`config.mk`:
```
export PLATFORM = sky130hd
export DESIGN_NAME = custom_op_issue_flat
export DESIGN_NICKNAME = d
export VERILOG_FILES = /design/src/rtl/custom_op_issue_if.sv /design/src/rtl/custom_op_issue.sv /design/src/flat_wrapper.sv
export SDC_FILE = /design/constraint.sdc
export NUM_CORES = 1
export LEC_CHECK = 0
export BUFFER_PORTS_ARGS = -buffer_cell sky130_fd_sc_hd__buf_2
export CORE_MARGIN = 3
export CORE_UTILIZATION = 50
export DETAILED_ROUTE_END_ITERATION = 7
export HOLD_SLACK_MARGIN = 0.03
export PLACE_DENSITY = 0.74
export SLEW_MARGIN = 10
export SYNTH_ARGS = -nofsm -noshare
export SYNTH_HDL_FRONTEND = slang
export SYNTH_SLANG_ARGS = --single-unit
```
`constraint.sdc`:
```
create_clock -name clk -period 2.6 [get_ports clk]
set_input_delay 0.52 -clock clk [delete_from_list [all_inputs] [get_ports clk]]
set_output_delay 0.52 -clock clk [all_outputs]
set_load 0.01 [all_outputs]
```
`src/rtl/custom_op_issue_if.sv`:
```
`default_nettype none
// ============================================================================
// Module      : custom_op_issue_if
// Description : Command, custom-unit and result signals of the issue stage.
// Revision    : 1.0 - initial release
// ============================================================================
interface custom_op_issue_if #(
    parameter int DEPTH = 4
);
    logic                     in_valid;
    logic                     in_ready;
    logic [3:0]               in_a;
    logic [3:0]               in_b;
    logic [1:0]               in_sel;
    logic [3:0]               cu_a;
    logic [3:0]               cu_b;
    logic [1:0]               cu_sel;
    logic [7:0]               cu_result;
    logic                     out_valid;
    logic                     out_ready;
    logic [7:0]               out_data;
    logic [1:0]               out_sel;
    logic [$clog2(DEPTH):0]   fifo_count;
    logic                     busy;
    logic [7:0]               done_count;

    modport slave (
        input  in_valid, in_a, in_b, in_sel, cu_result, out_ready,
        output in_ready, cu_a, cu_b, cu_sel, out_valid, out_data, out_sel,
               fifo_count, busy, done_count
    );

    modport master (
        output in_valid, in_a, in_b, in_sel, cu_result, out_ready,
        input  in_ready, cu_a, cu_b, cu_sel, out_valid, out_data, out_sel,
               fifo_count, busy, done_count
    );
endinterface
`default_nettype wire

```
`src/rtl/custom_op_issue.sv`:
```
`default_nettype none
// ============================================================================
// Module      : custom_op_issue
// Description : Command FIFO feeding the custom-ops unit, with a registered
//               valid/ready result slot.
// Revision    : 1.0 - initial release
// ============================================================================
module custom_op_issue #(
    parameter int DEPTH = 4
) (
    input  wire logic         clk,
    input  wire logic         rst,
    custom_op_issue_if.slave  bus
);
    localparam int PW = $clog2(DEPTH);
    localparam int CW = PW + 1;
    localparam logic [CW-1:0] c_full_count = CW'(DEPTH);

    logic [9:0]    mem_q [DEPTH];
    logic [PW-1:0] wr_ptr_q;
    logic [PW-1:0] rd_ptr_q;
    logic [CW-1:0] count_q;
    logic [CW-1:0] count_d;
    logic          out_valid_q;
    logic [7:0]    out_data_q;
    logic [1:0]    out_sel_q;
    logic [7:0]    done_q;

    logic          w_in_ready;
    logic          w_nonempty;
    logic          w_slot_free;
    logic          w_push;
    logic          w_pop;
    logic          w_handoff;
    logic          w_drive;
    logic [9:0]    w_head;

    // Full is judged on registered occupancy only, so a pop never frees a slot
    // for a push in the same cycle.
    assign w_in_ready  = !rst && (count_q < c_full_count);
    assign w_nonempty  = (count_q != '0);
    assign w_slot_free = !out_valid_q || bus.out_ready;
    assign w_push      = bus.in_valid && w_in_ready;
    assign w_pop       = w_nonempty && w_slot_free;
    assign w_handoff   = out_valid_q && bus.out_ready;
    assign w_head      = mem_q[rd_ptr_q];
    assign w_drive     = !rst && w_nonempty;

    always_comb begin
        count_d = count_q;
        case ({w_push, w_pop})
            2'b10:   count_d = count_q + CW'(1);
            2'b01:   count_d = count_q - CW'(1);
            default: count_d = count_q;
        endcase
    end

    always_ff @(posedge clk) begin
        if (w_push) begin
            mem_q[wr_ptr_q] <= {bus.in_a, bus.in_b, bus.in_sel};
        end
    end

    always_ff @(posedge clk) begin
        if (rst) begin
            wr_ptr_q    <= '0;
            rd_ptr_q    <= '0;
            count_q     <= '0;
            out_valid_q <= 1'b0;
            out_data_q  <= '0;
            out_sel_q   <= '0;
            done_q      <= '0;
        end else begin
            if (w_push) begin
                wr_ptr_q <= wr_ptr_q + PW'(1);
            end
            if (w_pop) begin
                rd_ptr_q <= rd_ptr_q + PW'(1);
            end
            count_q <= count_d;
            if (w_pop) begin
                out_data_q  <= bus.cu_result;
                out_sel_q   <= w_head[1:0];
                out_valid_q <= 1'b1;
            end else if (w_handoff) begin
                out_valid_q <= 1'b0;
            end
            if (w_handoff) begin
                done_q <= done_q + 8'd1;
            end
        end
    end

    assign bus.in_ready   = w_in_ready;
    assign bus.cu_a       = w_drive ? w_head[9:6] : 4'd0;
    assign bus.cu_b       = w_drive ? w_head[5:2] : 4'd0;
    assign bus.cu_sel     = w_drive ? w_head[1:0] : 2'd0;
    assign bus.out_valid  = out_valid_q;
    assign bus.out_data   = out_data_q;
    assign bus.out_sel    = out_sel_q;
    assign bus.fifo_count = rst ? '0 : count_q;
    assign bus.busy       = !rst && (w_nonempty || out_valid_q);
    assign bus.done_count = done_q;
endmodule
`default_nettype wire

```
`src/flat_wrapper.sv`:
```
// flat-port wrapper written by rule: the top's interface ports become plain ports
module custom_op_issue_flat 
#(
    parameter int DEPTH = 4
)
  (clk, rst, bus_in_valid, bus_in_a, bus_in_b, bus_in_sel, bus_cu_result, bus_out_ready, bus_in_ready, bus_cu_a, bus_cu_b, bus_cu_sel, bus_out_valid, bus_out_data, bus_out_sel, bus_fifo_count, bus_busy, bus_done_count);
  custom_op_issue_if #(.DEPTH(DEPTH)) bus_i ();
  input  wire logic clk;
  input  wire logic rst;
  input wire logic [$bits(bus_i.in_valid)-1:0] bus_in_valid;
  input wire logic [$bits(bus_i.in_a)-1:0] bus_in_a;
  input wire logic [$bits(bus_i.in_b)-1:0] bus_in_b;
  input wire logic [$bits(bus_i.in_sel)-1:0] bus_in_sel;
  input wire logic [$bits(bus_i.cu_result)-1:0] bus_cu_result;
  input wire logic [$bits(bus_i.out_ready)-1:0] bus_out_ready;
  output wire logic [$bits(bus_i.in_ready)-1:0] bus_in_ready;
  output wire logic [$bits(bus_i.cu_a)-1:0] bus_cu_a;
  output wire logic [$bits(bus_i.cu_b)-1:0] bus_cu_b;
  output wire logic [$bits(bus_i.cu_sel)-1:0] bus_cu_sel;
  output wire logic [$bits(bus_i.out_valid)-1:0] bus_out_valid;
  output wire logic [$bits(bus_i.out_data)-1:0] bus_out_data;
  output wire logic [$bits(bus_i.out_sel)-1:0] bus_out_sel;
  output wire logic [$bits(bus_i.fifo_count)-1:0] bus_fifo_count;
  output wire logic [$bits(bus_i.busy)-1:0] bus_busy;
  output wire logic [$bits(bus_i.done_count)-1:0] bus_done_count;
  assign bus_i.in_valid = bus_in_valid;
  assign bus_i.in_a = bus_in_a;
  assign bus_i.in_b = bus_in_b;
  assign bus_i.in_sel = bus_in_sel;
  assign bus_i.cu_result = bus_cu_result;
  assign bus_i.out_ready = bus_out_ready;
  assign bus_in_ready = bus_i.in_ready;
  assign bus_cu_a = bus_i.cu_a;
  assign bus_cu_b = bus_i.cu_b;
  assign bus_cu_sel = bus_i.cu_sel;
  assign bus_out_valid = bus_i.out_valid;
  assign bus_out_data = bus_i.out_data;
  assign bus_out_sel = bus_i.out_sel;
  assign bus_fifo_count = bus_i.fifo_count;
  assign bus_busy = bus_i.busy;
  assign bus_done_count = bus_i.done_count;
  custom_op_issue #(.DEPTH(DEPTH)) u_core (.clk(clk), .rst(rst), .bus(bus_i));
endmodule
```
# == After elaboration in Yosys (flattened, before gate mapping) ==
# Memories as Yosys holds them, arrays and structs flattened. A register that Yosys moved wholly into a read port is not among the register bits.
# Cells that the tools add are included.
# totals
input_bits,22
register_bits,26
mem_count,1
output_inout_bits,34
wordCells,40
mem_bits_rw,40
# mem_list
memory,words,width,rd,rd_clocked_by_memory_dff,write_ports,line,rtl
u_core.mem_q,4,10,1,1,1,custom_op_issue.sv:19,logic [9:0] mem_q [DEPTH];
# classes
n_addsub,5
reduce_logical,13
n_lt_le_gt_ge,1
n_eq_ne,2
mux,11
# ops
operator,count
"adder 8 x 1 -> 8 bit, second input constant",1
2-to-1 mux 4 bit,2
logical AND 1 bit,6
2-to-1 mux 2 bit,3
one-hot mux 3 bit (2 select lines),1
"adder 2 x 1 -> 2 bit, second input constant",2
2-to-1 mux 1 bit,4
nonzero test 2 bit,2
"adder 3 x 1 -> 3 bit, second input constant",1
"< comparator 3 bit, second input constant",1
2-to-1 mux 3 bit,1
nonzero test 3 bit,1
"subtractor 3 x 1 -> 3 bit, second input constant",1
"== test 2 x 1 -> 1 bit, second input constant",1
"== test 2 bit, second input constant",1
zero test 1 bit,2
logical OR 1 bit,2

# == Logic depth before layout (Yosys ltp) ==
# Gate-level depths: netlist (run 1).
# logic_depth
ltp_word,5
mapped_depth,9
depth_no_buf,8

# == Worst setup path before layout (run 1) ==
# Ideal clock, no wire load.
# synth_timing
path_kind,input-to-reg
start,in bus_out_ready
end,reg u_core.count_q[2]
required_ns,2.530
path_slack_ns,0.518
stages,8
setup_time_ns,0.070
t_arrival_ns,2.011
path_cell_list,and2b_2 > nor2_1 > ha_1 > inv_1 > fa_1 > xor2_1 > or3_1 > a21oi_1
# synth_via
elab_chain_cells,4
word_cells_on_any_way,6
# synth_lines
element,line,rtl
start: declaration,flat_wrapper.sv:15,input wire logic [$bits(bus_i.out_ready)-1:0] bus_out_ready;
logical OR 1 bit (*),custom_op_issue.sv:42,assign w_slot_free = !out_valid_q || bus.out_ready;
logical AND 1 bit (*),custom_op_issue.sv:44,assign w_pop = w_nonempty && w_slot_free;
named net u_core.w_pop,custom_op_issue.sv:33,logic w_pop;
== test 2 x 1 -> 1 bit / == test 2 bit (equally long branches),custom_op_issue.sv:51,"case ({w_push, w_pop})"
one-hot mux 3 bit (2 select lines) / nonzero test 2 bit (equally long branches),n/a,
end signal: assignment,custom_op_issue.sv:80,count_q <= count_d;
end: declaration,custom_op_issue.sv:22,logic [CW-1:0] count_q;
# Mark *: on every way through the listed nets, which the timed path passes. The rest lies on a longest branch.
# A chain may end at the register's enable or synchronous reset.

# == Worst setup path in the final report (run 1) ==
# layout_timing
start,reg u_core.count_q[2]
end,out bus_cu_b[3]
# layout_via
elab_chain_cells,3
# layout_lines
element,line,rtl
nonzero test 3 bit,custom_op_issue.sv:41,assign w_nonempty = (count_q != '0);
logical AND 1 bit,custom_op_issue.sv:47,assign w_drive = !rst && w_nonempty;
2-to-1 mux 4 bit,custom_op_issue.sv:96,assign bus.cu_b = w_drive ? w_head[5:2] : 4'd0;
end: declaration,flat_wrapper.sv:18,output wire logic [$bits(bus_i.cu_b)-1:0] bus_cu_b;
# No other way between the ends.

==> flow_metrics.tcl, run 1 <==
set metrics [dict create \
    dp_cells 331 \
    grt_pass1_vias 1666 \
    worstPathArrival_ps 1750 \
    power_leakage_nw 1.304 \
    grt_pass1_wl_um 8135 \
    drtAntennaViolNets 0 \
    io_pins 56 \
    grt_overflow 0 \
    nNetsFinal 301 \
    cp-start-kind "flop" \
    synth_nets 240 \
    ys_seq_area_share_pct 63.60 \
    die_area_mm2 0.006470 \
    layout_commonest_cell "buf_2" \
    cts_tree "done" \
    drive_gt1_share_pct 33.57 \
    slowest_delay_ps 400 \
    hold_class "in -> reg" \
    fin_util_pct 64.88 \
    crit_type "reg -> out" \
    syn_inst 211 \
    setup_viol_count_final 0 \
    die_y_um 80.44 \
    clkLatencyLatePin_ps 340 \
    fin_tns_setup_ps 0 \
    grt_max_degree 31 \
    nFillCells 405 \
    h-tree-depth 3 \
    max_freq_mhz 440.4 \
    ys_ff_latch 68 \
    ys_top_cells_by_area "edfxtp_1, dfxtp_1, mux4_2" \
    path_cells "or3_1 -> nand2b_1 -> nor2b_1 -> buf_2" \
    die_w_um 80.44 \
    hold_ws_ps 390.7 \
    worstMarginPinSlew_ps 520.0 \
    core_area_mm2 0.005238 \
    cts_buffers 9 \
    synth_area_mm2 0.002770 \
    finalPower_mw 3.669 \
    row_count 26 \
    first_pass_iters 4 \
    wl_per_cell_um 14.52 \
    rsz0062_at_grt "false" \
    io_buffers 55 \
    maxSlewHeadroom_pct 65.34 \
    vias 1769 \
    drt_iter0_drc 86 \
    drc 0 \
    hold_viol 0 \
    syn_area_per_cell_um2 13.13 \
    cap_violations 0 \
    worst_clock_skew_ps 10.37 \
    fin_crit_ps 2271 \
    postCtsSetupBuffers 0 \
    post-synth-top-area-cell "edfxtp_1" \
    mostFrequentLayoutCells "buf_2, edfxtp_1, dfxtp_1" \
    clock_path_buffers 2 \
    track_usage_pct 17.38 \
    antenna_found_initial 0 \
    yosys_warnings 0 \
    post_cts_resize_count 0 \
    max-vdd-ir-drop_mv 0.5653 \
    clockRootBuffer "clkbuf_8" \
    synth_top_area_share_pct 43.36 \
    slew_viol_final 0 \
    start_util_pct 52.89 \
    cpMaxStageDelayCell "or3_1" \
    synth_cell_types 33 \
    crit_path_end_kind "output port" \
    clk_pin_slew_ps 80 \
    post-dp-hpwl_um 3377 \
    period_share_pct 87.33 \
    vias_per_cell 5.098 \
    p_per_area_mw_per_mm2 1080 \
    status "finished, final reports clean" \
    cts_hold_buf 0 \
    gp_congestion 0.7561 \
    n_antenna_cell 0 \
    cp.required_ps 2080 \
    wl_um 5038 \
    instances_no_fill 347 \
    area_delta_synth_final_pct 22.67 \
    cts_num_sinks 68 \
    crit_fanout 12 \
]
## synthesized netlist by cell type (all sizes together)
| cell type | instances |
|---|---|
| nand2b | 1 |
| nand2 | 6 |
| inv | 8 |
| nor2 | 11 |
| xnor2 | 1 |
| and2 | 4 |
| fa | 1 |
| a311oi | 1 |
| and2b | 1 |
| nor3 | 1 |
| mux4 | 10 |
| nand3 | 15 |
| a21oi | 20 |
| o31ai | 4 |
| a31o | 1 |
| nor3b | 1 |
| or2b | 2 |
| o21ai | 15 |
| dfxtp | 28 |
| or4 | 3 |
| nor2b | 11 |
| or3 | 5 |
| clkbuf | 7 |
| ha | 6 |
| buf | 4 |
| xor2 | 4 |
| edfxtp | 40 |
## registers in the layout (all words and copies together), names as in the netlist, named ones only
register               count
u_core.bus.out_valid       1
u_core.bus.done_count      8
u_core.count_q             3
u_core.rd_ptr_q            2
u_core.mem_q              40
u_core.bus.out_sel         2
u_core.bus.out_data        8
u_core.wr_ptr_q            2
## power by group
| group | internal, mW | total [mW] | switching, mW |
|---|---|---|---|
| Sequential | 1.30 | 1.41 | 0.109 |
| Combinational | 0.517 | 1.12 | 0.600 |
| Clock | 0.740 | 1.15 | 0.406 |
## cell families after synthesis
kind of cell / after synthesis / synth area share (%)
xor gates and xnor gates: 5 / 1.581
and+or+nand+nor: 61 / 12.33
muxes: 10 / 8.130
adders and majority gates: 7 / 3.433
buffers and inverters: 19 / 2.891
AOI/OAI and AO/OA: 41 / 8.040
DFF: 68 / 63.60
## metal layers
metal	vias to the layer above	track usage, %	share of wire (%)
li1	891	-	-
met1	828	23.50	46
met2	43	25.41	47
met3	7	6.951	6.0
met4	0	6.081	1.3
met5	-	0	0
## final cells by class
cell class	instances	area, um2	share of cell area (%)
inverter	8	30.03	0.8837
clock buffer	9	123.9	3.645
timing repair buffer	61	320.3	9.426
multi-input combinational	124	928.4	27.32
clock inverter	7	146.4	4.308
tap	70	87.58	2.577
sequential	68	1762	51.84
## critical path: cells and delay by family (launching register included)
kind,cells,cell delay (ps)
buffers and inverters,1,160
DFF,1,360
and+or+nand+nor,3,890
## final timing paths
kind                          start                      to  slack, ps  cells after the start
min                   bus_in_sel[1]      u_core.mem_q[3][1]        390                      1
max               u_core.count_q[2]             bus_cu_b[3]        330                      4
min reg2reg  u_core.bus.out_data[3]  u_core.bus.out_data[3]        470                      2
max reg2reg    u_core.bus.out_valid       u_core.count_q[2]        510                      8
## per-stage QoR
stage               area [um2]  setup WS (ps)
floorplan                 2770          518.1
global placement          3128          279.1
detailed placement        3128          212.7
CTS                       3398          259.3
global route              3398          118.8
finish                    3398          329.4
No activity file was read; power rests on OpenSTA's default activity.
==> run 2, diff against run 1 <==
--- a/config.mk
+++ b/config.mk
@@ -11,6 +11,7 @@
 export DETAILED_ROUTE_END_ITERATION = 7
 export HOLD_SLACK_MARGIN = 0.03
 export PLACE_DENSITY = 0.74
+export REMOVE_ABC_BUFFERS = 1
 export SLEW_MARGIN = 10
 export SYNTH_ARGS = -nofsm -noshare
 export SYNTH_HDL_FRONTEND = slang
==> run 2 against run 1 <==
Compared with the run above: die area is the same; register-to-register slack lost 40 ps; cell area shrank 2.1%; sequential share of layout area grew 1.1 points.
==> flow_metrics.tcl, run 2 (same netlist as run 1, synthesis figures left out) <==
set metrics [dict create \
    max-vdd-ir-drop_mv 0.7482 \
    grt_pass1_wl_um 8452 \
    hold_viol 0 \
    vias 1779 \
    grt_max_degree 24 \
    min-delay-start "bus_in_b[0]" \
    slew_viol_final 0 \
    cp-start-kind "flop" \
    antenna_found_initial 0 \
    power_leakage_nw 1.254 \
    drt_iter0_drc 81 \
    grt_pass1_vias 1772 \
    cts_buffers 9 \
    fin_tns_setup_ps 0 \
    min_path_cells 1 \
    instances_no_fill 346 \
    r2r-end "u_core.count_q[2]" \
    cpMaxStageDelayCell "nand2b_1" \
    io_pins 56 \
    crit_path_end_kind "output port" \
    setup_viol_count_final 0 \
    core_area_mm2 0.005238 \
    hold_class "in -> reg" \
    nNetsFinal 300 \
    finalPower_mw 3.341 \
    maxSlewHeadroom_pct 62.18 \
    area_delta_synth_final_pct 20.10 \
    cap_violations 0 \
    n_antenna_cell 0 \
    gp_congestion 0.8189 \
    drc 0 \
    worst_clock_skew_ps 5.138 \
    status "finished, final reports clean" \
    dp_slack_ps 116.1 \
    hold_ws_ps 399.0 \
    start_util_pct 52.89 \
    worstMarginPinSlew_ps 564.3 \
    fin_ws_ps 254.4 \
    crit_fanout 12 \
    clk_pin_slew_ps 80 \
    track_usage_pct 17.42 \
    ff2ff_setup_slack_ps 470 \
    fin_util_pct 63.52 \
    largest-register "u_core.mem_q" \
    row_count 26 \
    wl_um 4921 \
    p_per_area_mw_per_mm2 1004 \
    die_w_um 80.44 \
    post-dp-hpwl_um 3440 \
    max_freq_mhz 426.3 \
    fin_crit_ps 2346 \
    final_area_mm2 0.003327 \
    period_share_pct 90.22 \
    mostFrequentLayoutCells "buf_2, edfxtp_1, dfxtp_1" \
    clockRootBuffer "clkbuf_8" \
    first_pass_iters 6 \
    grt_overflow 0 \
    vias_per_cell 5.142 \
    cts_tree "done" \
    hold_end "u_core.mem_q[2][2]" \
    cts_num_sinks 68 \
    worstPathArrival_ps 1830 \
    slowest_delay_ps 420 \
    wl_per_cell_um 14.22 \
    placed_area_mm2 0.003120 \
    drtAntennaViolNets 0 \
    crit_type "reg -> out" \
    clock_path_buffers 2 \
    drive_gt1_share_pct 33.70 \
    path_cells "or3_1 -> nand2b_1 -> nand2_1 -> buf_2" \
    dp_cells 330 \
    cp.required_ps 2080 \
    h-tree-depth 3 \
    die_y_um 80.44 \
    die_area_mm2 0.006470 \
    cts_hold_buf 0 \
    layout_commonest_cell "buf_2" \
    clkLatencyLatePin_ps 330 \
    largest_reg_flops 40 \
    io_buffers 55 \
    r2r.worst_path.cells 8 \
    rsz0062_at_grt "false" \
    r2r_start "u_core.bus.out_valid" \
]
==> run 2: worst max-delay path by stage <==
stage,startpoint,cells after the start,endpoint,slack [ps]
after floorplan,bus_out_ready,8,u_core.count_q[2],470
after global placement,bus_out_ready,9,u_core.count_q[2],200
after detailed placement,u_core.count_q[2],8,u_core.count_q[2],120
after CTS,u_core.count_q[2],8,u_core.count_q[2],110
after global routing,u_core.count_q[2],4,bus_busy,140
final,u_core.count_q[2],4,bus_busy,250
==> run 2: final cells by class <==
class / count / area [um2]
timing repair buffer: 60 / 312.8
multi-input combinational: 124 / 933.4
clock buffer: 9 / 123.9
inverter: 8 / 30.03
tap: 70 / 87.58
clock inverter: 7 / 77.57
fill: 419 / 1911
sequential: 68 / 1762
==> run 2: what timing repair did <==
item,in CTS,in global routing
endpoints found under the setup margin,0,2
resized for setup,0,1
buffers inserted,0,0
==> run 2: routing by layer <==
layer	routed length [um]	track usage (%)	vias to the layer above
met3	163	3.587	10
met2	2484	28.06	32
met5	0	0	-
met1	2154	22.57	843
met4	118	8.108	0
li1	-	-	894
==> run 2: worst max-delay path, delay by kind of cell (launching register included) <==
| kind | cells | cell delay [ps] |
|---|---|---|
| buffers and inverters | 1 | 170 |
| flip-flops | 1 | 370 |
| AND/OR/NAND/NOR | 3 | 950 |
==> run 2: report_power, final <==
part	switching (mW)	internal [mW]	total [mW]
clock network	0.404	0.445	0.849
registers	0.109	1.30	1.41
logic	0.585	0.500	1.09
